$ cat src/rtl/uart_rx_mmio.sv
// uart_rx_mmio: memory-mapped 8N1 UART receiver with a small receive FIFO.
//
// Optional feature macro: UART_RX_PARITY_EN (8E1 frames, status bit 3 = perr).
//
// Ports:
//   clk   block clock
//   rst   synchronous active-high reset
//   rxd   asynchronous serial input, idles high
//   en    device select from the bus address decode
//   drw   1 = write, 0 = read (qualified by en)
//   addr  word offset: 0 = status/command, 1 = data
//   din   write data
//   dout  read data, combinational from registers
//   irq   high while the FIFO is non-empty (registered)
//
// Status word: {24'b0, count in [7:4], perr, ferr, ovr, ~empty}
// Command write (addr 0): din[0] pops one entry, din[1] clears error flags.
module uart_rx_mmio #(
  parameter int CLK_HZ     = 25000000,
  parameter int BAUD       = 57600,
  parameter int DEPTH_LOG2 = 2
) (
  input  logic        clk,
  input  logic        rst,
  input  logic        rxd,
  input  logic        en,
  input  logic        drw,
  input  logic        addr,
  input  logic [31:0] din,
  output logic [31:0] dout,
  output logic        irq
);

  localparam int DIV   = CLK_HZ / BAUD;
  localparam int DEPTH = 1 << DEPTH_LOG2;
  localparam int CW    = $clog2(DIV);
  localparam logic [DEPTH_LOG2:0] FULL = (DEPTH_LOG2+1)'(DEPTH);

`ifdef UART_RX_PARITY_EN
  typedef enum logic [2:0] {S_IDLE, S_START, S_DATA, S_PARITY, S_STOP} state_e;
`else
  typedef enum logic [2:0] {S_IDLE, S_START, S_DATA, S_STOP} state_e;
`endif

  // 2-flop synchroniser; only rxs_q is used downstream
  logic rx_meta_q, rxs_q;

  state_e          state_q, state_d;
  logic [CW-1:0]   cnt_q, cnt_d;
  logic [2:0]      bit_q, bit_d;
  logic [7:0]      sh_q, sh_d;
  // after a framing error the line must go high before the next start is armed
  logic            wait_q, wait_d;
  logic            push_req, ferr_set, perr_set, expire;

  logic [7:0]            mem_q [DEPTH];
  logic [DEPTH_LOG2-1:0] wr_q, rd_q;
  logic [DEPTH_LOG2:0]   fcnt_q, fcnt_d;
  logic                  ovr_q, ferr_q, irq_q;
  logic                  empty, full, pop_req, clr_req, do_pop, do_push;
  logic                  perr_flag;
  logic                  unused_din;

`ifdef UART_RX_PARITY_EN
  logic par_q, par_d, perr_q;
`endif

  assign unused_din = ^din[31:2];
  assign expire     = (cnt_q == '0);

  // ---------------- receive FSM ----------------
  always_comb begin
    state_d  = state_q;
    cnt_d    = cnt_q;
    bit_d    = bit_q;
    sh_d     = sh_q;
    wait_d   = wait_q;
    push_req = 1'b0;
    ferr_set = 1'b0;
    perr_set = 1'b0;
`ifdef UART_RX_PARITY_EN
    par_d    = par_q;
`endif
    if (state_q != S_IDLE && !expire) cnt_d = cnt_q - 1'b1;
    case (state_q)
      S_IDLE: begin
        if (rxs_q) wait_d = 1'b0;
        else if (!wait_q) begin
          state_d = S_START;
          cnt_d   = CW'(DIV/2);
        end
      end
      S_START: if (expire) begin
        if (!rxs_q) begin
          state_d = S_DATA;
          cnt_d   = CW'(DIV-1);
          bit_d   = 3'd0;
        end else begin
          state_d = S_IDLE;   // glitch, silently drop
        end
      end
      S_DATA: if (expire) begin
        sh_d  = {rxs_q, sh_q[7:1]};   // LSB first
        cnt_d = CW'(DIV-1);
        bit_d = bit_q + 3'd1;
`ifdef UART_RX_PARITY_EN
        if (bit_q == 3'd7) state_d = S_PARITY;
`else
        if (bit_q == 3'd7) state_d = S_STOP;
`endif
      end
`ifdef UART_RX_PARITY_EN
      S_PARITY: if (expire) begin
        par_d   = rxs_q;
        cnt_d   = CW'(DIV-1);
        state_d = S_STOP;
      end
`endif
      S_STOP: if (expire) begin
        state_d = S_IDLE;
        if (rxs_q) begin
`ifdef UART_RX_PARITY_EN
          if (par_q != ^sh_q) perr_set = 1'b1;
          else                push_req = 1'b1;
`else
          push_req = 1'b1;
`endif
        end else begin
          ferr_set = 1'b1;
          wait_d   = 1'b1;
        end
      end
      default: state_d = S_IDLE;
    endcase
  end

  // ---------------- FIFO / register control ----------------
  always_comb begin
    empty   = (fcnt_q == '0);
    full    = (fcnt_q == FULL);
    pop_req = en & drw & ~addr & din[0];
    clr_req = en & drw & ~addr & din[1];
    do_pop  = pop_req & ~empty;
    // a same-cycle pop frees the slot for a push into a full FIFO
    do_push = push_req & (~full | do_pop);
    fcnt_d  = fcnt_q;
    if (do_push && !do_pop)      fcnt_d = fcnt_q + 1'b1;
    else if (do_pop && !do_push) fcnt_d = fcnt_q - 1'b1;
  end

  always_ff @(posedge clk) begin
    if (rst) begin
      rx_meta_q <= 1'b1;
      rxs_q     <= 1'b1;
      state_q   <= S_IDLE;
      cnt_q     <= '0;
      bit_q     <= '0;
      sh_q      <= '0;
      wait_q    <= 1'b0;
      wr_q      <= '0;
      rd_q      <= '0;
      fcnt_q    <= '0;
      ovr_q     <= 1'b0;
      ferr_q    <= 1'b0;
      irq_q     <= 1'b0;
    end else begin
      rx_meta_q <= rxd;
      rxs_q     <= rx_meta_q;
      state_q   <= state_d;
      cnt_q     <= cnt_d;
      bit_q     <= bit_d;
      sh_q      <= sh_d;
      wait_q    <= wait_d;
      if (do_push) wr_q <= wr_q + 1'b1;
      if (do_pop)  rd_q <= rd_q + 1'b1;
      fcnt_q    <= fcnt_d;
      // set wins over a coincident clear
      ovr_q     <= (ovr_q & ~clr_req) | (push_req & ~do_push);
      ferr_q    <= (ferr_q & ~clr_req) | ferr_set;
      irq_q     <= (fcnt_d != '0);
    end
  end

`ifdef UART_RX_PARITY_EN
  always_ff @(posedge clk) begin
    if (rst) begin
      par_q  <= 1'b0;
      perr_q <= 1'b0;
    end else begin
      par_q  <= par_d;
      perr_q <= (perr_q & ~clr_req) | perr_set;
    end
  end
  assign perr_flag = perr_q;
`else
  assign perr_flag = 1'b0;
  logic unused_perr;
  assign unused_perr = perr_set;
`endif

  always_ff @(posedge clk) begin
    if (do_push) mem_q[wr_q] <= sh_q;
  end

  always_comb begin
    dout = '0;
    if (addr) dout[7:0] = empty ? 8'h00 : mem_q[rd_q];
    else      dout[7:0] = {4'(fcnt_q), perr_flag, ferr_q, ovr_q, ~empty};
  end

  assign irq = irq_q;

endmodule

$ cat config.mk
export PLATFORM = sky130hd
export DESIGN_NAME = uart_rx_mmio
export DESIGN_NICKNAME = d
export VERILOG_FILES = /design/src/rtl/uart_rx_mmio.sv
export SDC_FILE = /design/constraint.sdc
export NUM_CORES = 1
export LEC_CHECK = 0
export BUFFER_PORTS_ARGS = -buffer_cell sky130_fd_sc_hd__clkbuf_2
export CELL_PAD_IN_SITES_DETAIL_PLACEMENT = 1
export CELL_PAD_IN_SITES_GLOBAL_PLACEMENT = 1
export CORE_MARGIN = 4
export CORE_UTILIZATION = 42
export CTS_CLUSTER_DIAMETER = 120
export DETAILED_ROUTE_END_ITERATION = 12
export GPL_TIMING_DRIVEN = 1
export PLACE_DENSITY_LB_ADDON = 0.1
export SLEW_MARGIN = 30
export SYNTH_ARGS = -nofsm -noshare
export SYNTH_HDL_FRONTEND = slang
export SYNTH_SLANG_ARGS = --single-unit
$ cat constraint.sdc
create_clock -name clk -period 1.9 [get_ports clk]
set_input_delay 0.19 -clock clk [delete_from_list [all_inputs] [get_ports clk]]
set_output_delay 0.19 -clock clk [all_outputs]
set_load 0.02 [all_outputs]
==> results of run 1 <==
-- synth_stat cells (2+ instances only) --
master	number
sky130_fd_sc_hd__nand4b_1	3
sky130_fd_sc_hd__inv_1	15
sky130_fd_sc_hd__dfxtp_1	37
sky130_fd_sc_hd__nor2_1	22
sky130_fd_sc_hd__or3_4	2
sky130_fd_sc_hd__nand2_1	29
sky130_fd_sc_hd__nand3_1	7
sky130_fd_sc_hd__xor2_1	5
sky130_fd_sc_hd__nor3_4	2
sky130_fd_sc_hd__nand2b_1	3
sky130_fd_sc_hd__a22oi_1	4
sky130_fd_sc_hd__nor2_2	2
sky130_fd_sc_hd__clkbuf_1	6
sky130_fd_sc_hd__buf_4	26
sky130_fd_sc_hd__nor3_1	7
sky130_fd_sc_hd__and2_1	5
sky130_fd_sc_hd__and4_1	2
sky130_fd_sc_hd__a31oi_1	4
sky130_fd_sc_hd__mux4_2	8
sky130_fd_sc_hd__ha_1	11
sky130_fd_sc_hd__a2111oi_0	2
sky130_fd_sc_hd__edfxtp_1	32
sky130_fd_sc_hd__and3_1	3
sky130_fd_sc_hd__or2_2	2
sky130_fd_sc_hd__nand4_1	2
sky130_fd_sc_hd__xnor2_1	4
sky130_fd_sc_hd__a21oi_1	23
sky130_fd_sc_hd__mux2i_1	4
sky130_fd_sc_hd__o21ai_0	13
sky130_fd_sc_hd__buf_2	3
-- per-stage QoR --
stage          hold WS, ps  cells  TNS, ps  power [mW]   util
2_1_floorplan          294    331        0        1.85      -
3_3_place_gp           382    433        0        1.89  0.463
3_5_place_dp           381    433        0        1.89  0.463
4_1_cts               14.6    449    -4.74        3.07  0.496
5_1_grt               37.9    449     -191        3.17  0.501
6_report              38.5    449        0        3.04  0.501
-- layout make-up --
cell class	instances	area (µm²)	area share
Inverter	15	56.3	0.0145
Clock buffer	10	128	0.0330
Timing Repair Buffer	35	310	0.0802
Multi-Input combinational cell	212	1480	0.383
Sequential cell	69	1700	0.440
Clock inverter	6	63.8	0.0165
Tap cell	102	128	0.0330
-- power by group through the flow --
stage	clock network, mW	logic, mW	registers [mW]
2_1_floorplan	0	0.244	1.61
3_3_place_gp	0	0.275	1.61
3_5_place_dp	0	0.277	1.61
4_1_cts	1.21	0.282	1.58
5_1_grt	1.27	0.315	1.58
6_report	1.17	0.290	1.58
-- routing by layer --
layer | wire, µm | share of wire | up-vias | GRT usage
met3 | 256 | 0.036 | 8 | 0.0425
li1 | - | - | 1113 | -
met5 | 0 | 0 | - | 0
met1 | 3330 | 0.46 | 1109 | 0.203
met2 | 3510 | 0.49 | 41 | 0.256
met4 | 112 | 0.016 | 0 | 0.0691
-- layout by cell type, fill, tap and decap left out, types with 8 or more instances in the layout --
cell type / n
sky130_fd_sc_hd__dfxtp_1: 36
sky130_fd_sc_hd__mux4_2: 8
sky130_fd_sc_hd__clkbuf_8: 10
sky130_fd_sc_hd__nor2_1: 21
sky130_fd_sc_hd__o21ai_0: 9
sky130_fd_sc_hd__edfxtp_1: 32
sky130_fd_sc_hd__ha_1: 10
sky130_fd_sc_hd__inv_1: 13
sky130_fd_sc_hd__conb_1: 24
sky130_fd_sc_hd__a21oi_1: 23
sky130_fd_sc_hd__clkbuf_2: 9
sky130_fd_sc_hd__buf_4: 18
sky130_fd_sc_hd__nand2_1: 29
-- registers in the layout, indices dropped and copies added (netlist names), named ones only --
signal     cells
rx_meta_q      1
wr_q           2
irq            1
fcnt_q         3
ovr_q          1
rd_q           2
rxs_q          1
bit_q          3
state_q        2
wait_q         1
sh_q           8
ferr_q         1
cnt_q          9
mem_q         32
-- critical path, delay by kind of cell (launching register included) --
family | cells | cell delay [ps]
AOI/OAI and AO/OA | 1 | 60
buffers and inverters | 2 | 290
DFF | 1 | 350
muxes | 1 | 540
and+or+nand+nor | 1 | 90
-- cell families after synthesis --
logic type / count (synthesis)
AOI/OAI and AO/OA: 55
xor gates and xnor gates: 9
adders and majority gates: 11
buffers and inverters: 50
DFF: 69
muxes: 13
other: 1
and+or+nand+nor: 100
-- timing repair --
item                                    CTS  global route
cloned                                    0             0
resized for setup                        19            19
pin swaps                                 4             0
hold endpoints to repair                  0             0
endpoints found under the setup margin    8            46
setup buffers                             0             0
-- path summary, 6_finish.rpt --
kind	to
hold / removal	rx_meta_q
hold reg to reg	rxs_q
setup / recovery	dout[2]
setup reg to reg	mem_q[2][2]
==> results.txt, run 1 <==
----------------------------------------------------
[Logic synthesis]
  Prevailing post-synth register cell ... sky130_fd_sc_hd__dfxtp_1
  XOR/XNOR share of the synthesized area ... 0.0237
  Area fraction of the dominant cell type after synthesis ... 0.289
  EDFF count, synth ... 32
  Adder-cell share of the synthesized area ... 0.0414
  Average instance area after synthesis ... ~11 µm²
  Sequential-to-total area share from yosys stat ... 0.511
  Synthesis-stage register bit count ... slightly below 70
  Largest family of logic cells by synthesized area ... simple AND/OR/NAND/NOR gates
  Proportion of synthesized area in mux cells ... 0.0696
  Area of the mapped netlist ... 0.00333 mm²
  Netlist cell types ... 50
  Warnings, synthesis ... 0
  Library cell with the largest summed area after synthesis ... sky130_fd_sc_hd__edfxtp_1
  Cells taking the most area after synthesis ... sky130_fd_sc_hd__edfxtp_1 29%, sky130_fd_sc_hd__dfxtp_1 22%, sky130_fd_sc_hd__buf_4 5.9%
  Async set or reset register ratio after synthesis ... 0
  Gate count of the mapped netlist ... 308
  Fraction of the mapped netlist area in simple logic gates ... 0.168
  Synthesized-area fraction occupied by ao, oa, aoi and oai cells ... 0.0982

[Floorplan]
  Floorplan Core Area ... 0.00773 mm²
  Initial Util ... 0.431
  Full die area ... 0.00941 mm²
  Num rows ... 32
  Ports placed on the boundary ... 71
  Height of the die ... a little under 100 µm
  Die outline width ... 97 µm

[Cells and area]
  Number of inserted filler cells in the final layout ... around 850
  Final cell area excluding filler cells ... 0.00387 mm²
  Number of nets in the layout ... 391
  Number of diodes added for antenna fixing ... 0
  Share of post-route cells with drive strength above 1 ... 0.245
  Layout-stage area growth over the synthesis result ... 16.3%

[Pwr]
  Sw Pwr ... 778 µW
  Combinational cell fraction of total power ... 0.095
  Static Leak ... 1.45 nW
  Total internal power ... 2.26 mW
  Ratio of total power to cell area ... approximately 780 mW/mm²
  Sequential fraction of design power ... 0.520
  Max rail drop VDD ... 363 µV
  Switching share of total power ... 0.256
  Relative contribution of the clock network to total power ... 0.385

[GRT]
  Global route total overflow ... 0
  Largest net degree at the start of global routing ... 18
  Vias in the first global route ... 2313
  Total Routing Usage GR ... 0.160
  Antenna violations before repair ... 0
  First-pass GRT wire length ... 11700 µm

[Drt]
  Count of routing violations after the opening detailed-route iteration ... 80
  Total DRC errors in the routed layout ... 0
  Remaining number of nets flagged by the antenna check after routing ... 0
  Wirelength per Cell ... 16.1 µm
  Via count normalized by instance count ... ~5
  Vias post-DR ... 2271
  Final WL ... 7210 µm
  Number of optimization iterations in the first detailed-route pass ... 4

[Timing]
  Final critical delay including setup and external delays ... 1870 ps
  Relative slew slack ... 0.632
  Final clock period utilization by the worst path ... 0.983
  RSZ-0062 raised after global routing ... true
  Post-route setup slack ... 32.5 ps
  Max Clock Freq ... 0.535 GHz
  Number of endpoints failing setup at the final stage ... 0
  Slew Limit Fails ... 0
  Endpoints failing hold ... 0
  Least-Margin Pin Slew ... approximately 550 ps
  Fin Clk Skew ... 11.6 ps

[Worst setup path]
  Crit path arrival time ... 1680 ps
  Slowest stage cell on the critical path ... sky130_fd_sc_hd__mux4_2
  Capturing element type of the critical path ... output port
  R2R depth ... 7
  Longest individual stage delay on the worst path ... 540 ps
  Type of the setup path with the least slack ... flip-flop to output port
  R2R Path Start ... cnt_q[1]
  Critical path fanouts, max ... 8
  Critical Path Start Type ... flip-flop
  Required time worst endpoint ... between 1500 and 2000 ps
  Reg2Reg Setup Slack ... 110 ps
  Critical Path, Cell by Cell ... buf_12 -> mux4_2 -> nand3_2 -> o21ai_2 -> clkbuf_8

[Placement]
  Number of buffer cells added on primary ports ... 16
  Sum of net half-perimeters after detailed placement ... 5220 µm
  Last weighted congestion value of the routability-driven placer ... 0.776
  Worst slack at placement ... 81.1 ps
  Placed inst area ... 0.00358 mm²

[Hold path]
  Worst Hold Path Cells ... 2
  Startpoint of the tightest hold check path ... rxd
  Type of the most critical hold path ... primary input to flip-flop

[CTS]
  CTS clk-pin slew, worst paths ... approximately 80 ps
  Maximum number of buffers from clock root to sink ... 2
  Clock tree from TritonCTS ... built
  Total CTS buffers ... 9
  H-tree level count ... 3
  Insertion delay of the later-clocked pin in the worst-skew pair ... 350 ps
  Number of buffers added to fix hold violations after cts ... 0
  Sinks on Clock Net ... 69
  Buffer cell driving the clock tree root ... sky130_fd_sc_hd__clkbuf_8

[Run status]
  Outcome ... finished clean

[Job]
  Max_cap viols ... 0

----------------------------------------------------
No activity file was read; power rests on OpenSTA's default activity.
==> inputs of run 2 (changes only) <==
--- a/config.mk
+++ b/config.mk
@@ -6,6 +6,7 @@
 export NUM_CORES = 1
 export LEC_CHECK = 0
 export BUFFER_PORTS_ARGS = -buffer_cell sky130_fd_sc_hd__clkbuf_2
+export CAP_MARGIN = 30
 export CELL_PAD_IN_SITES_DETAIL_PLACEMENT = 1
 export CELL_PAD_IN_SITES_GLOBAL_PLACEMENT = 1
 export CORE_MARGIN = 4
==> constraint.sdc (replaced) <==
create_clock -name clk -period 1.9 [get_ports clk]
set_input_delay 0.285 -clock clk [delete_from_list [all_inputs] [get_ports clk]]
set_output_delay 0.285 -clock clk [all_outputs]
set_load 0.02 [all_outputs]
==> run 2 against run 1 <==
Against the previous run: the run now ends with negative setup slack left; power down 3.6%; maximum frequency down 4.6%; routed wire length up 1.0%; combinational power about the same; flip-flop and latch count unchanged; register-to-register slack worse by 20 ps; critical path depth unchanged; final cell count up 0.22%; clock power down 9%; largest cell class unchanged.
==> results.txt, run 2 (synthesized netlist as in run 1, its figures left out) <==
----------------------------------------------------
[Run status]
  Failing checks ... negative setup slack
  Outcome ... complete, but fails checks

[Drt]
  Highest routed layer ... met4
  Met1 routed wirelength after detailed routing ... 3350 µm
  Vias post-DR ... 2258
  Length of routed met3 wiring ... 249 µm
  Number of optimization iterations in the first detailed-route pass ... 4
  Wirelength per Cell ... 16.2 µm
  Remaining number of nets flagged by the antenna check after routing ... 0
  Total DRC errors in the routed layout ... 0
  Final WL ... 7280 µm
  Via count normalized by instance count ... between 5 and 6
  Total met2 wirelength after detailed routing ... 3560 µm
  Count of routing violations after the opening detailed-route iteration ... 64

[Timing]
  Endpoints failing hold ... 0
  Fin Clk Skew ... 7.01 ps
  Slew Limit Fails ... 0
  Max Clock Freq ... between 0.5 and 0.6 GHz
  Number of endpoints failing setup at the final stage ... 8
  Final critical delay including setup and external delays ... slightly below 2000 ps
  RSZ-0062 raised after global routing ... true
  Post-route setup slack ... -56.7 ps
  Least-Margin Pin Slew ... 575 ps
  Relative slew slack ... 0.613
  Final clock period utilization by the worst path ... 1.03

[Pwr]
  Combinational cell fraction of total power ... 0.099
  Static Leak ... 1.45 nW
  Sw Pwr ... roughly 790 µW
  Switching share of total power ... 0.271
  Ratio of total power to cell area ... 753 mW/mm²
  Total internal power ... 2.13 mW
  Sequential fraction of design power ... 0.539
  Relative contribution of the clock network to total power ... 0.362
  Max rail drop VDD ... 380 µV
  PnR Total Power ... a little under 3 mW

[Cells and area]
  Share of post-route cells with drive strength above 1 ... 0.264
  Number of nets in the layout ... 392
  Number of diodes added for antenna fixing ... 0
  Commonest non-fill, non-tap cells in the layout ... 36 x sky130_fd_sc_hd__dfxtp_1, 32 x sky130_fd_sc_hd__edfxtp_1, 29 x sky130_fd_sc_hd__nand2_1
  Regs by FF count ... mem_q x32, cnt_q x9, sh_q x8
  Number of inserted filler cells in the final layout ... 847
  Layout-stage area growth over the synthesis result ... 16.8%
  Number of flip-flops in the largest register ... 32
  Most frequent standard cell in the layout excluding fill and tap cells ... sky130_fd_sc_hd__dfxtp_1
  Largest register by flop count ... mem_q

[CTS]
  Total CTS buffers ... 9
  CTS clk-pin slew, worst paths ... 80 ps
  H-tree level count ... 3
  Number of buffers added to fix hold violations after cts ... 0
  Maximum number of buffers from clock root to sink ... 2
  Insertion delay of the later-clocked pin in the worst-skew pair ... 340 ps
  Clock tree from TritonCTS ... built
  Buffer cell driving the clock tree root ... sky130_fd_sc_hd__clkbuf_8
  Sinks on Clock Net ... 69

[Worst setup path]
  Crit path arrival time ... 1670 ps
  Capturing element type of the critical path ... output port
  Critical path fanouts, max ... 8
  Critical Path Start Type ... flip-flop
  Type of the setup path with the least slack ... flip-flop to output port
  Required time worst endpoint ... about 1600 ps

[Floorplan]
  Height of the die ... 97 µm
  Ports placed on the boundary ... 71
  Initial Util ... 0.431
  Die outline width ... 97 µm
  Full die area ... 0.00941 mm²
  Num rows ... 32
  Floorplan Core Area ... around 0.0077 mm²

[GRT]
  Vias in the first global route ... 2390
  Total Routing Usage GR ... 0.162
  First-pass GRT wire length ... 12200 µm
  Global route total overflow ... 0
  Largest net degree at the start of global routing ... 18
  Antenna violations before repair ... 0

[Placement]
  Number of buffer cells added on primary ports ... 16
  Last weighted congestion value of the routability-driven placer ... 0.775
  Worst slack at placement ... 77.5 ps
  Sum of net half-perimeters after detailed placement ... 5260 µm

[Hold path]
  Type of the most critical hold path ... primary input to flip-flop

[Job]
  Max_cap viols ... 0

----------------------------------------------------
==> run 2: worst paths after layout <==
| kind | start | to | slack, ps | cells past startpoint |
|---|---|---|---|---|
| min reg2reg | rx_meta_q | rxs_q | 420 | 1 |
| max | flip-flop | dout[1] | -60 | 5 |
| min | rxd | rx_meta_q | 130 | 2 |
| max reg2reg | state_q[1] | mem_q[2][1] | 90 | 5 |
==> run 2: timing repair <==
action                                  in CTS  in global routing
endpoints found under the setup margin       8                 51
gates cloned                                 0                  0
hold endpoints to repair                     0                  0
buffers inserted                             0                  1
gates resized for setup                     24                 20
pin swaps                                    5                  1
==> run 2: metrics by stage <==
stage               hold WS [ps]  cells  area [µm²]  TNS, ps  utilization
CTS                          119    449        3830     -585        0.496
finish                       131    450        3890     -277        0.503
detailed placement           402    433        3590        0        0.465
global placement             401    433        3590        0        0.465
global route                 142    450        3890     -907        0.503
floorplan                    389    331        3410        0            -
==> run 2: power by group through the flow <==
stage | clock (mW) | combinational (mW) | sequential (mW)
2_1_floorplan | 0 | 0.244 | 1.61
3_3_place_gp | 0 | 0.275 | 1.61
3_5_place_dp | 0 | 0.280 | 1.61
4_1_cts | 1.10 | 0.284 | 1.58
5_1_grt | 1.17 | 0.323 | 1.58
6_report | 1.06 | 0.291 | 1.58
==> run 2: critical path: stages, from the launching register on <==
cell	delay [ps]
sky130_fd_sc_hd__dfxtp_2	340
sky130_fd_sc_hd__buf_12	140
sky130_fd_sc_hd__mux4_2	540
sky130_fd_sc_hd__nand3_2	90
sky130_fd_sc_hd__o21ai_2	60
sky130_fd_sc_hd__clkbuf_8	150
==> run 2: metal layers <==
metal,vias to the layer above,track usage
met2,45,0.269
li1,1118,-
met5,-,0
met4,0,0.0562
met3,13,0.0418
met1,1082,0.206
==> run 2: layout make-up <==
type / count / area, µm² / area share
sequential: 69 / 1700 / 0.438
multi-input combinational: 212 / 1500 / 0.386
timing repair buffer: 36 / 328 / 0.0843
tap: 102 / 128 / 0.0328
clock buffer: 9 / 124 / 0.0319
inverter: 15 / 56.3 / 0.0145
clock inverter: 7 / 50.0 / 0.0129
